--- src/rtl/irq_ctrl.sv ---
// rtl/irq_ctrl.sv - fixed-priority interrupt controller with PENDING/MASK/CLAIM/EOI registers
// Define IRQC_SYNC_EN to put a two-flop synchronizer on every IRQ_I line ahead of edge detect.
module irq_ctrl #(
  parameter int NUM_SRC = 6,
  parameter int ID_W    = 5
) (
  input  logic               CLK_I,
  input  logic               RST_I,
  input  logic [3:2]         ADD_I,
  input  logic               WE_I,
  input  logic [31:0]        DAT_I,
  output logic [31:0]        DAT_O,
  input  logic [NUM_SRC-1:0] IRQ_I,
  output logic               IRQ_O,
  output logic [ID_W-1:0]    ID_O
);

  typedef enum logic {IDLE = 1'b0, SERVICE = 1'b1} state_t;

  localparam logic [1:0] A_PEND  = 2'b00;
  localparam logic [1:0] A_MASK  = 2'b01;
  localparam logic [1:0] A_CLAIM = 2'b10;
  localparam logic [1:0] A_EOI   = 2'b11;

  state_t              state, state_next;
  logic                irq_next;
  logic [ID_W-1:0]     id_next;
  logic [ID_W-1:0]     lowest_id;
  logic [NUM_SRC-1:0]  pending, mask, irq_prev, irq_in;
  logic [NUM_SRC-1:0]  events, w1c_clr, eoi_clr;
  logic                eoi_wr, any_req;
  logic                unused_dat;

  assign unused_dat = ^DAT_I;

`ifdef IRQC_SYNC_EN
  logic [NUM_SRC-1:0] sync1, sync2;

  always_ff @(posedge CLK_I or negedge RST_I) begin
    if (!RST_I) begin
      sync1 <= '0;
      sync2 <= '0;
    end else begin
      sync1 <= IRQ_I;
      sync2 <= sync1;
    end
  end

  assign irq_in = sync2;
`else
  assign irq_in = IRQ_I;
`endif

  // Rising-edge detect: a level held high produces a single event.
  assign events  = irq_in & ~irq_prev;
  assign w1c_clr = (WE_I && ADD_I == A_PEND) ? DAT_I[NUM_SRC-1:0] : '0;
  assign eoi_wr  = WE_I && (ADD_I == A_EOI) && (state == SERVICE);
  assign any_req = |(pending & mask);

  always_comb begin
    eoi_clr = '0;
    for (int i = 0; i < NUM_SRC; i++) begin
      eoi_clr[i] = eoi_wr && (ID_O == ID_W'(i));
    end
  end

  always_comb begin
    lowest_id = '0;
    for (int i = NUM_SRC - 1; i >= 0; i--) begin
      if (pending[i] && mask[i]) lowest_id = ID_W'(i);
    end
  end

  always_ff @(posedge CLK_I or negedge RST_I) begin
    if (!RST_I) begin
      irq_prev <= '0;
      pending  <= '0;
      mask     <= '0;
    end else begin
      irq_prev <= irq_in;
      // New events win over same-cycle W1C or EOI clears.
      pending  <= (pending & ~(w1c_clr | eoi_clr)) | events;
      if (WE_I && ADD_I == A_MASK) mask <= DAT_I[NUM_SRC-1:0];
    end
  end

  always_ff @(posedge CLK_I or negedge RST_I) begin
    if (!RST_I) begin
      state <= IDLE;
      IRQ_O <= 1'b0;
      ID_O  <= '0;
    end else begin
      state <= state_next;
      IRQ_O <= irq_next;
      ID_O  <= id_next;
    end
  end

  always_comb begin
    state_next = state;
    irq_next   = IRQ_O;
    id_next    = ID_O;
    case (state)
      IDLE: begin
        irq_next = 1'b0;
        if (any_req) begin
          state_next = SERVICE;
          irq_next   = 1'b1;
          id_next    = lowest_id;
        end
      end
      SERVICE: begin
        irq_next = 1'b1;
        if (eoi_wr) begin
          state_next = IDLE;
          irq_next   = 1'b0;
        end
      end
      default: begin
        state_next = IDLE;
        irq_next   = 1'b0;
      end
    endcase
  end

  always_comb begin
    DAT_O = '0;
    case (ADD_I)
      A_PEND:  DAT_O[NUM_SRC-1:0] = pending;
      A_MASK:  DAT_O[NUM_SRC-1:0] = mask;
      A_CLAIM: begin
        DAT_O[31]       = (state == SERVICE);
        DAT_O[ID_W-1:0] = ID_O;
      end
      default: DAT_O = '0;
    endcase
  end

endmodule

--- config.mk ---
export PLATFORM = sky130hd
export DESIGN_NAME = irq_ctrl
export DESIGN_NICKNAME = d
export VERILOG_FILES = /design/src/rtl/irq_ctrl.sv
export SDC_FILE = /design/constraint.sdc
export NUM_CORES = 1
export LEC_CHECK = 0
export CORE_MARGIN = 5
export CORE_UTILIZATION = 25
export DETAILED_ROUTE_END_ITERATION = 8
export PLACE_DENSITY_LB_ADDON = 0.15
export SYNTH_ARGS = -nofsm -noshare
export SYNTH_HDL_FRONTEND = slang
export SYNTH_SLANG_ARGS = --single-unit
--- constraint.sdc ---
create_clock -name CLK_I -period 1.45 [get_ports CLK_I]
set_clock_uncertainty 0.2 [all_clocks]
set_input_delay 0.29 -clock CLK_I [delete_from_list [all_inputs] [get_ports CLK_I]]
set_output_delay 0.29 -clock CLK_I [all_outputs]
set_load 0.1 [all_outputs]
# Word level (Yosys, flattened, before mapping)
# Index checks and enable logic that the tools add are counted.
[op_classes]
eq_ne = 8
muxes = 13
bitwise = 8
n_reduce_logical = 20
[op_table]
columns = ["op", "count"]
rows = [
  ["$mux W5", 5],
  ["$and A6 B6 Y6", 3],
  ["$logic_and A1 B1 Y1", 16],
  ["$pmux W5 S3", 1],
  ["$not A6 Y6", 2],
  ["$or A6 B6 Y6", 2],
  ["$eq A5 B2 Y1 const B", 2],
  ["$eq A5 B3 Y1 const B", 2],
  ["$mux W6", 1],
  ["$reduce_or A6 Y1", 1],
  ["$eq A5 B1 Y1 const B", 1],
  ["$logic_not A5 Y1", 1],
  ["$eq A2 B2 Y1 const B", 2],
  ["$pmux W1 S2", 2],
  ["$mux W1", 3],
  ["$mux W3", 1],
  ["$eq A2 B1 Y1 const B", 1],
  ["$logic_not A2 Y1", 1],
  ["$reduce_and A2 Y1", 1],
  ["$not A1 Y1", 1],
]
[word_totals]
reg_bits = 24
inputBits = 43
elab_cells = 54

# Longest topological paths before layout
[depth]
ltp_word = 8
depth_mapped = 5

# Worst setup path before layout
# OpenSTA, ideal clock, no wires.
[synth_timing]
path_kind = "in2out"
startpoint = "in ADD_I[2] (netlist name)"
endpoint = "out DAT_O[0]"
arrival_time_ns = 2.710
required_ns = 0.960
path_slack_ns = -1.750
stages = 3
path_buffers = 1
path_cell_list = "buf_2 -> mux2i_1 -> o21ai_0"
[synth_between]
elab_chain_cells = 2
[synth_rtl]
columns = ["element", "line_no", "source"]
rows = [
  ["start, declared", "9", "input logic [3:2] ADD_I,"],
  ["$eq A2 B2 Y1, or another cell as far along", "128", "case (ADD_I)"],
  ["$pmux W5 S3 *", "128", ""],
  ["end, declared", "12", "output logic [31:0] DAT_O,"],
]
# Every way passes the cells marked *; elsewhere a longest branch is shown, timed or not.

# Worst setup path in the final report
[layout_timing]
startpoint = "reg state"
endpoint = "out DAT_O[31]"
[layout_between]
elab_chain_cells = 1
[layout_rtl]
columns = ["element", "line_no", "source"]
rows = [
  ["start, declared", "25", "state_t state, state_next;"],
  ["start signal, assigned", "93", "state <= state_next;"],
  ["$mux W1", "128", ""],
]
# Every way passes these cells.

==> flow_metrics.py <==
metrics = {
    "grt": {
        "antenna_found_initial": 0,
        "overflow": 0,
        "grt_max_degree": 23,
        "grt_pass1_wl_mm": 5.90,
        "gr-usage-all-layers_pct": 12.1,
        "grt_pass1_vias": 1149,
    },
    "yosys": {
        "ys_ff_latch": 22,
        "ys_seq_area_share_pct": 44.0,
        "syn-cell-area_um2": 1250,
        "syn_avg_cell_area_um2": 9.86,
        "synth-edff-count": 0,
        "synthCells": 127,
        "synth_flop_cell": "dfrtp_1",
        "yosysWarnings": 0,
        "ys_types": 28,
        "async_flop_share_pct": 100,
    },
    "power_and_ir_drop": {
        "pwr-share-comb_pct": 67.8,
        "p_int_w": 0.00227,
        "swShare_pct": 46.1,
        "power_switching_w": 0.00194,
        "pwr-share-seq_pct": 21.2,
        "power.leakage_nw": 1.04,
        "power_density_nw_per_um2": 1810,
        "power_frac_clock_pct": 11.0,
        "irDropWorstVdd_mv": 0.738,
    },
    "worst_setup_path": {
        "r2r-start": "state",
        "cp_data_arrival_time_ps": 1200,
        "required_ps": 960,
        "r2r_end": "pending[5]",
        "reg2reg_depth": 6,
        "cp-start-kind": "flop",
        "cp-end-kind": "output pin",
        "critical_path_class": "reg -> out",
        "r2r_setup_slack_ps": -200,
        "critical_path.max_fanout": 3,
    },
    "timing": {
        "finalCriticalPeriod_ps": 1690,
        "hold_slack_ps": 153,
        "rsz0062_at_grt": "yes",
        "max_freq_mhz": 592,
        "setup_viol": 20,
        "final-max-slew-violation-count": 0,
        "fin_ws_ps": -240,
        "finalHoldViolations": 0,
        "period_share_pct": 117,
        "setup_tns_ps": -3070,
    },
    "finish": {
        "antenna_cells": 0,
        "ff_latch_area_um2": 566,
        "multi_input_area_um2": 751,
        "area_delta_synth_final_pct": 85.8,
        "nets": 245,
        "design_area_um2": 2330,
        "final_layout_size_suffix_gt1_share_pct": 54.2,
        "fillers": 438,
        "fin_util_pct": 48.6,
    },
    "floorplan": {
        "chipWidth_um": 80.8,
        "die_y_um": 80.8,
        "num_rows": 25,
        "start_util_pct": 26.2,
        "dieArea_um2": 6530,
        "core-area_um2": 4790,
        "ios": 81,
    },
    "run_status": {
        "status": "finished, violations left",
        "violations": "setup timing",
    },
    "flow_run": {
        "cap_violations": 0,
    },
    "route": {
        "vias": 1109,
        "ant_nets": 0,
        "vias_per_cell": 4.14,
        "drc": 0,
        "drt_wl_total_mm": 3.92,
        "first_iter_violations": 73,
        "detail_route.wl_per_cell_um": 14.6,
        "first_pass_iters": 4,
    },
    "cts": {
        "cts_buffers": 3,
        "cts.clk_slew.worst_paths_ps": 90,
        "cts.sinks": 22,
        "cts_tree": "yes",
        "cts-root-buf": "clkbuf_8",
        "clock_latency_ps": 270,
        "cts_max_level": 1,
        "cts_buffer_depth": 2,
    },
    "placed_design": {
        "place.detailed.hpwl_mm": 2.72,
        "placed_area_um2": 1910,
        "pre_cts_ws_ps": -644,
        "portBuffers": 27,
        "gp_congestion": 0.866,
    },
    "worst_hold_path": {
        "hp-class": "in -> async",
    },
}
-- area by class of cell --
| type | instances | area share (%) |
|---|---|---|
| repair buffers | 73 | 36.3 |
| flip-flops and latches | 22 | 24.3 |
| inverters | 7 | 1.13 |
| clock buffers | 4 | 2.37 |
| multi-input cells | 95 | 32.3 |
| well taps | 67 | 3.60 |
-- cells in the mapped netlist, types with 2 or more instances --
library cell | number | area share [%]
buf_4 | 27 | 16
dfrtp_1 | 22 | 44
nand2_1 | 17 | 5.1
inv_1 | 7 | 2.1
mux2_2 | 7 | 6.3
nor2_1 | 7 | 2.1
mux2i_1 | 6 | 4.8
a21o_2 | 3 | 2.1
a22oi_1 | 3 | 1.8
a32o_1 | 3 | 2.4
o21ai_0 | 3 | 1.2
o22ai_1 | 3 | 1.5
buf_2 | 2 | 0.80
nand3_1 | 2 | 0.80
nor2b_1 | 2 | 1.0
-- layout by cell type, fill, tap and decap left out, types with 4 or more instances in the layout --
| master | count |
|---|---|
| buf_12 | 17 |
| buf_4 | 31 |
| buf_6 | 9 |
| clkbuf_8 | 4 |
| clkdlybuf4s50_1 | 13 |
| conb_1 | 27 |
| dfrtp_1 | 16 |
| inv_1 | 6 |
| mux2_2 | 7 |
| nand2_1 | 13 |
-- power groups by stage --
stage                     Sequential (W)  Clock [W]  Combinational, W
after floorplan                  0.00130          0          0.000986
after global placement          0.000906          0           0.00214
after detailed placement        0.000911          0           0.00215
after CTS                       0.000878   0.000461           0.00266
after global routing            0.000907   0.000497           0.00297
final                           0.000891   0.000463           0.00285
-- critical path: stages (launching register included) --
cell and delay (ps):
dfrtp_4 500, buf_6 120, and2_4 150, buf_12 160
-- how the worst max path moves through the flow --
stage / from / end / slack, ps
2_1_floorplan: ID_O[2] / pending[4] / -290
3_3_place_gp: ADD_I[3] / mask[0] / -620
3_5_place_dp: ADD_I[3] / mask[0] / -640
4_1_cts: state / DAT_O[31] / -240
5_1_grt: state / pending[5] / -270
6_report: state / DAT_O[31] / -240
-- state kept, by name, indices dropped and copies added, names as in the netlist --
name	cells
irq_prev	6
mask	6
pending	6
ID_O	3
state	1
-- stage by stage --
step	power (W)	std cells
after floorplan	0.00229	153
after global placement	0.00305	241
after detailed placement	0.00307	241
after CTS	0.00400	263
after global routing	0.00437	268
final	0.00421	268
-- cell families after synthesis --
logic type	synth area share, %
other	0.299
multiplexers	11.1
buffers and inverters	19.1
flip-flops	44.0
AND/OR/NAND/NOR	14.9
AO/OA/AOI/OAI	10.7
-- per-layer routing --
layer / vias up / part of all wire [%] / GRT usage (%)
li1: 529 / - / -
met4: 0 / 2.0 / 4.90
met5: - / 0 / 0
met2: 39 / 49 / 20.7
met3: 7 / 6.0 / 2.22
met1: 534 / 43 / 15.0
-- repair_timing --
action	CTS	global route
hold buffers	0	0
buffers inserted	17	6
resized for setup	34	12
pin swaps	4	4
setup endpoints to repair	25	21
cloned	1	0
Power figures use the tool's default switching activity.
